$ cat src/rtl/nfc_req_if.sv
// Request-queue bus bundle: push side from the register file and the
// chunked issue side toward the NFC channel controller, plus status flags.
interface nfc_req_if #(
  parameter int DEPTH = 16
);
  logic [47:0]             nfc_lba;
  logic [23:0]             nfc_len;
  logic [15:0]             nfc_opcode;
  logic                    nfc_valid;
  logic                    ovf_clear;
  logic                    req_fifo_almost_full;
  logic                    req_fifo_overflow;
  logic [$clog2(DEPTH):0]  fifo_count;
  logic [47:0]             m_req_lba;
  logic [23:0]             m_req_len;
  logic [15:0]             m_req_opcode;
  logic                    m_req_last;
  logic                    m_req_valid;
  logic                    m_req_ready;

  modport slave (
    input  nfc_lba, nfc_len, nfc_opcode, nfc_valid, ovf_clear, m_req_ready,
    output req_fifo_almost_full, req_fifo_overflow, fifo_count,
           m_req_lba, m_req_len, m_req_opcode, m_req_last, m_req_valid
  );

  modport master (
    output nfc_lba, nfc_len, nfc_opcode, nfc_valid, ovf_clear, m_req_ready,
    input  req_fifo_almost_full, req_fifo_overflow, fifo_count,
           m_req_lba, m_req_len, m_req_opcode, m_req_last, m_req_valid
  );
endinterface

$ cat src/rtl/nfc_req_queue.sv
// Command FIFO between the register file and the NFC controller; issues each
// queued request as MAX_CHUNK-sized sub-requests with advancing LBA.
module nfc_req_queue #(
  parameter int DEPTH     = 16,
  parameter int AF_THRESH = 12,
  parameter int MAX_CHUNK = 8
) (
  input  logic     S_AXI_ACLK,
  input  logic     S_AXI_ARESET,
  nfc_req_if.slave bus
);
  localparam int AW = $clog2(DEPTH);
  localparam int CW = AW + 1;
  localparam int EW = 48 + 24 + 16;
  localparam logic [CW-1:0] DEPTH_C = CW'(DEPTH);
  localparam logic [CW-1:0] AF_C    = CW'(AF_THRESH);
  localparam logic [23:0]   CHUNK   = 24'(MAX_CHUNK);
  localparam logic [47:0]   CHUNK48 = 48'(MAX_CHUNK);

  // LOAD is the single bubble cycle while the registered RAM read lands.
  typedef enum logic [1:0] {IDLE, LOAD, ISSUE} state_t;

  logic [EW-1:0] mem_q [DEPTH];
  logic [EW-1:0] rd_data_q;

  state_t        state_q,   state_d;
  logic [AW-1:0] wr_ptr_q,  wr_ptr_d;
  logic [AW-1:0] rd_ptr_q,  rd_ptr_d;
  logic [CW-1:0] count_q,   count_d;
  logic          ovf_q,     ovf_d;
  logic [47:0]   cur_lba_q, cur_lba_d;
  logic [23:0]   rem_len_q, rem_len_d;
  logic [15:0]   cur_op_q,  cur_op_d;

  logic push, drop, pop, last, hs, issuing;

  always_ff @(posedge S_AXI_ACLK) begin
    if (push) begin
      mem_q[wr_ptr_q] <= {bus.nfc_lba, bus.nfc_len, bus.nfc_opcode};
    end
    if (pop) begin
      rd_data_q <= mem_q[rd_ptr_q];
    end
  end

  always_comb begin
    push      = bus.nfc_valid && (count_q != DEPTH_C);
    drop      = bus.nfc_valid && (count_q == DEPTH_C);
    last      = (rem_len_q <= CHUNK);
    issuing   = (state_q == ISSUE);
    hs        = issuing && bus.m_req_ready;
    pop       = (count_q != '0) && ((state_q == IDLE) || (hs && last));

    state_d   = state_q;
    wr_ptr_d  = wr_ptr_q;
    rd_ptr_d  = rd_ptr_q;
    count_d   = count_q + CW'(push) - CW'(pop);
    ovf_d     = (ovf_q && !bus.ovf_clear) || drop;
    cur_lba_d = cur_lba_q;
    rem_len_d = rem_len_q;
    cur_op_d  = cur_op_q;

    if (push) wr_ptr_d = wr_ptr_q + 1'b1;
    if (pop)  rd_ptr_d = rd_ptr_q + 1'b1;

    case (state_q)
      IDLE: begin
        if (pop) state_d = LOAD;
      end
      LOAD: begin
        cur_lba_d = rd_data_q[87:40];
        rem_len_d = rd_data_q[39:16];
        cur_op_d  = rd_data_q[15:0];
        state_d   = ISSUE;
      end
      ISSUE: begin
        if (hs) begin
          if (last) begin
            // Back-to-back requests: prefetch the next head on the final beat.
            state_d = pop ? LOAD : IDLE;
          end else begin
            cur_lba_d = cur_lba_q + CHUNK48;
            rem_len_d = rem_len_q - CHUNK;
          end
        end
      end
      default: state_d = IDLE;
    endcase
  end

  always_ff @(posedge S_AXI_ACLK) begin
    if (S_AXI_ARESET) begin
      state_q   <= IDLE;
      wr_ptr_q  <= '0;
      rd_ptr_q  <= '0;
      count_q   <= '0;
      ovf_q     <= 1'b0;
      cur_lba_q <= '0;
      rem_len_q <= '0;
      cur_op_q  <= '0;
    end else begin
      state_q   <= state_d;
      wr_ptr_q  <= wr_ptr_d;
      rd_ptr_q  <= rd_ptr_d;
      count_q   <= count_d;
      ovf_q     <= ovf_d;
      cur_lba_q <= cur_lba_d;
      rem_len_q <= rem_len_d;
      cur_op_q  <= cur_op_d;
    end
  end

  // Outputs are zeroed outside ISSUE so idle working registers never leak.
  assign bus.m_req_valid          = issuing;
  assign bus.m_req_lba            = issuing ? cur_lba_q : '0;
  assign bus.m_req_len            = issuing ? (last ? rem_len_q : CHUNK) : '0;
  assign bus.m_req_opcode         = issuing ? cur_op_q : '0;
  assign bus.m_req_last           = issuing && last;
  assign bus.fifo_count           = count_q;
  assign bus.req_fifo_almost_full = (count_q >= AF_C);
  assign bus.req_fifo_overflow    = ovf_q;
endmodule

$ cat src/flat_wrapper.sv
// flat-port wrapper written by rule: the top's interface ports become plain ports
module nfc_req_queue_flat 
#(
  parameter int DEPTH     = 16,
  parameter int AF_THRESH = 12,
  parameter int MAX_CHUNK = 8
)
  (S_AXI_ACLK, S_AXI_ARESET, bus_nfc_lba, bus_nfc_len, bus_nfc_opcode, bus_nfc_valid, bus_ovf_clear, bus_m_req_ready, bus_req_fifo_almost_full, bus_req_fifo_overflow, bus_fifo_count, bus_m_req_lba, bus_m_req_len, bus_m_req_opcode, bus_m_req_last, bus_m_req_valid);
  nfc_req_if #(.DEPTH(DEPTH)) bus_i ();
  input  logic S_AXI_ACLK;
  input  logic S_AXI_ARESET;
  input wire logic [$bits(bus_i.nfc_lba)-1:0] bus_nfc_lba;
  input wire logic [$bits(bus_i.nfc_len)-1:0] bus_nfc_len;
  input wire logic [$bits(bus_i.nfc_opcode)-1:0] bus_nfc_opcode;
  input wire logic [$bits(bus_i.nfc_valid)-1:0] bus_nfc_valid;
  input wire logic [$bits(bus_i.ovf_clear)-1:0] bus_ovf_clear;
  input wire logic [$bits(bus_i.m_req_ready)-1:0] bus_m_req_ready;
  output wire logic [$bits(bus_i.req_fifo_almost_full)-1:0] bus_req_fifo_almost_full;
  output wire logic [$bits(bus_i.req_fifo_overflow)-1:0] bus_req_fifo_overflow;
  output wire logic [$bits(bus_i.fifo_count)-1:0] bus_fifo_count;
  output wire logic [$bits(bus_i.m_req_lba)-1:0] bus_m_req_lba;
  output wire logic [$bits(bus_i.m_req_len)-1:0] bus_m_req_len;
  output wire logic [$bits(bus_i.m_req_opcode)-1:0] bus_m_req_opcode;
  output wire logic [$bits(bus_i.m_req_last)-1:0] bus_m_req_last;
  output wire logic [$bits(bus_i.m_req_valid)-1:0] bus_m_req_valid;
  assign bus_i.nfc_lba = bus_nfc_lba;
  assign bus_i.nfc_len = bus_nfc_len;
  assign bus_i.nfc_opcode = bus_nfc_opcode;
  assign bus_i.nfc_valid = bus_nfc_valid;
  assign bus_i.ovf_clear = bus_ovf_clear;
  assign bus_i.m_req_ready = bus_m_req_ready;
  assign bus_req_fifo_almost_full = bus_i.req_fifo_almost_full;
  assign bus_req_fifo_overflow = bus_i.req_fifo_overflow;
  assign bus_fifo_count = bus_i.fifo_count;
  assign bus_m_req_lba = bus_i.m_req_lba;
  assign bus_m_req_len = bus_i.m_req_len;
  assign bus_m_req_opcode = bus_i.m_req_opcode;
  assign bus_m_req_last = bus_i.m_req_last;
  assign bus_m_req_valid = bus_i.m_req_valid;
  nfc_req_queue #(.DEPTH(DEPTH), .AF_THRESH(AF_THRESH), .MAX_CHUNK(MAX_CHUNK)) u_core (.S_AXI_ACLK(S_AXI_ACLK), .S_AXI_ARESET(S_AXI_ARESET), .bus(bus_i));
endmodule
$ cat config.mk
export PLATFORM = sky130hd
export DESIGN_NAME = nfc_req_queue_flat
export DESIGN_NICKNAME = d
export VERILOG_FILES = /design/src/rtl/nfc_req_if.sv /design/src/rtl/nfc_req_queue.sv /design/src/flat_wrapper.sv
export SDC_FILE = /design/constraint.sdc
export NUM_CORES = 2
export LEC_CHECK = 0
export BUFFER_PORTS_ARGS = -buffer_cell sky130_fd_sc_hd__buf_2
export CAP_MARGIN = 0
export CORE_MARGIN = 2
export CORE_UTILIZATION = 60
export DETAILED_ROUTE_END_ITERATION = 8
export GPL_TIMING_DRIVEN = 1
export PLACE_DENSITY = 0.83
export SYNTH_ARGS = -nofsm -noshare
export SYNTH_HDL_FRONTEND = slang
export SYNTH_SLANG_ARGS = --single-unit
$ cat constraint.sdc
create_clock -name S_AXI_ACLK -period 10.2 [get_ports S_AXI_ACLK]
set_input_delay 2.04 -clock S_AXI_ACLK [delete_from_list [all_inputs] [get_ports S_AXI_ACLK]]
set_output_delay 2.04 -clock S_AXI_ACLK [all_outputs]
set_load 0.01 [all_outputs]
==> run metrics <==
outcome=complete, no violations; Hold-fix buffers, CTS=0; H-tree levels=4; initial antenna violation count=16; TNS Setup=0 ns; Die W=329 um; drt drc=0; Boundary Pins=190; Core ar.=105,000 um^2; starting density of the core=60.3%; CTS tree=built; DRT iter0 DRCs=5,836; first-pass GRT wire length=235,000 um; crit end category=output port; CP Max Fanout=67; total CTS buffers=153; Req. time, crit path=8.16 ns; setup violators final=0; largest family of logic cells by synthesized area=multiplexers; Synth Flop Type=edfxtp_1; flop and latch count out of synthesis=1,600; sequential area share after synthesis=74.3%; final worst-path cycle share=56.2%; global route overflow=0; CTS max path bufs=3; worst setup margin=4.47 ns; Async SR Flop Fraction=0%; commonest non-fill, non-tap cell in the layout=edfxtp_1; root buffer cell=clkbuf_16; CP startpoint kind=flop; Post-Layout Cell Count=5,305; Worst Skew=0.0345 ns; num rows=119; largest net degree at the start of global routing=145; Leak=22.9 nW; crit path kind=reg -> out; Adder-Cell Fraction of Synth Area=0.427%; post-CTS resize count=0; routed vias=36,400; most frequent cells in the layout=edfxtp_1, mux2i_1, o21ai_0; worst skew pair latency=0.79 ns; max-cap violations=0; Place WS=4.41 ns; peak supply drop=216 uV; GRT Total Usage=29.7%; CTS sink cnt=1,600; Inst Count DP=5,016; Worst Max-Slew Pin Slew=1.32 ns; die height=329 um; Vias/cell=6.86; Die ar.=108,000 um^2; detailed placement HPWL=86,600 um; First-pass DRT Iterations=7; syn_area_per_cell=17.5 um^2; Achievable Freq=174 MHz; crit path DAT=3.69 ns; final wirelength=161,000 um; Reg clk slew, reported paths=0.06 ns; antenna viol nets, final=0; mux cell area share after synthesis=12.3%; Syn Inst Count=3,623; Post-synth EDFFs=1,496; PD cells=255 nW/um^2; compound-cell area share of the yosys netlist=6.97%; share of layout cells above drive strength 1=19.5%; fillcell total=6,399; Ys Warns=0; Layout Area Growth over Synthesis=11.6%; vias in the first global route=36,300; Total Nets Final=3,894; crit path time final=5.73 ns; Final Slew Violations=0; min-delay worst type=reg -> reg; Synth Area in XOR/XNOR=0.0969%; Yosys cell types=73; DR WL/cell=30.3 um; gpl congestion=0.843; RSZ-0062 raised after global routing=no; Netlist Area Pre-Place=63,300 um^2; Post-CTS Repair Setup Buffers=0; Port Buffers=169; post-synthesis simple-gate area fraction=4.02%; Rel. slew slack=12.0%; Final Hold Violating Endpoints=0
stage by stage:
step                total power, mW  instance area [um^2]  hold slack, ns  util [%]
floorplan                      11.0                 63300           0.439         -
global placement               12.1                 65600           0.446      62.5
detailed placement             12.2                 65600           0.454      62.5
CTS                            17.9                 70600           0.462      67.3
global route                   18.5                 70600           0.501      67.3
finish                         18.0                 70600           0.463      67.3
cell type report:
| cell class | instances | area, um^2 | share of cell area, % |
|---|---|---|---|
| antenna | 10 | 25.0 | 0.0354 |
| multi-input combinational | 1763 | 15300 | 21.7 |
| clock buffer | 188 | 4040 | 5.72 |
| timing repair buffer | 225 | 1320 | 1.87 |
| inverter | 37 | 139 | 0.197 |
| sequential | 1600 | 47000 | 66.6 |
| clock inverter | 91 | 988 | 1.40 |
| tap | 1391 | 1740 | 2.46 |
sequential cells by signal (all words and copies together) (netlist names):
name                          cells
u_core.rem_len_q                 24
u_core.wr_ptr_q                   4
u_core.bus.fifo_count             5
u_core.rd_data_q                 88
u_core.cur_lba_q                 48
u_core.rd_ptr_q                   4
u_core.bus.req_fifo_overflow      1
u_core.cur_op_q                  16
u_core.state_q                    2
u_core.mem_q                   1408
routing by layer:
| metal | vias up | wire length, um | track usage [%] | part of all wire (%) |
|---|---|---|---|---|
| met5 | - | 58 | 0 | 0.036 |
| met4 | 10 | 6270 | 12.0 | 3.9 |
| met3 | 463 | 19900 | 7.82 | 12 |
| met2 | 2762 | 76300 | 46.7 | 47 |
| met1 | 18200 | 58400 | 40.0 | 36 |
| li1 | 14900 | - | - | - |
cells in the mapped netlist, types with 20 or more instances:
| cell type | n | area share, % |
|---|---|---|
| inv_1 | 36 | 0.21 |
| clkbuf_1 | 167 | 0.99 |
| a21oi_1 | 138 | 1.1 |
| mux4_2 | 176 | 6.3 |
| mux2i_1 | 285 | 4.5 |
| nand4_1 | 20 | 0.20 |
| nand2_1 | 168 | 1.0 |
| buf_2 | 26 | 0.21 |
| o21ai_0 | 199 | 1.6 |
| a22oi_1 | 105 | 1.2 |
| nor2b_1 | 20 | 0.20 |
| edfxtp_1 | 1496 | 71 |
| a221oi_1 | 95 | 1.3 |
| buf_4 | 20 | 0.24 |
| nor4_1 | 25 | 0.25 |
| and2_1 | 60 | 0.59 |
| nand3_1 | 30 | 0.24 |
| o32ai_1 | 24 | 0.33 |
| ha_1 | 20 | 0.40 |
| mux2_2 | 88 | 1.6 |
| nor2_1 | 83 | 0.49 |
| dfxtp_1 | 104 | 3.3 |
| buf_1 | 28 | 0.17 |
worst max-delay path: stages, from the launching register on:
cell	delay (ns)
dfxtp_1	0.36
inv_1	0.14
ha_4	0.79
inv_2	0.53
nor4_2	0.73
and2_1	0.21
buf_2	0.12
cell families after synthesis:
kind of cell / count (synthesis)
AO/OA/AOI/OAI: 666
XOR/XNOR: 7
adder cells (fa/ha/maj): 21
buffers and inverters: 279
flip-flops: 1600
multiplexers: 549
other: 1
AND/OR/NAND/NOR: 500
report_power, final:
group	internal [mW]	switching, mW	total (mW)
logic	1.54	2.39	3.93
registers	7.85	0.480	8.33
clock network	3.25	2.47	5.72
worst paths after layout:
check	slack [ns]	cells after the start	from	endpoint
max reg2reg	5.63	6	u_core.rd_ptr_q[2]	u_core.rd_data_q[58]
max	4.47	6	u_core.state_q[0]	bus_m_req_len[2]
min	0.46	2	u_core.rem_len_q[15]	u_core.rem_len_q[15]
min reg2reg	0.46	2	u_core.rem_len_q[15]	u_core.rem_len_q[15]
No activity file was read; power rests on OpenSTA's default activity.
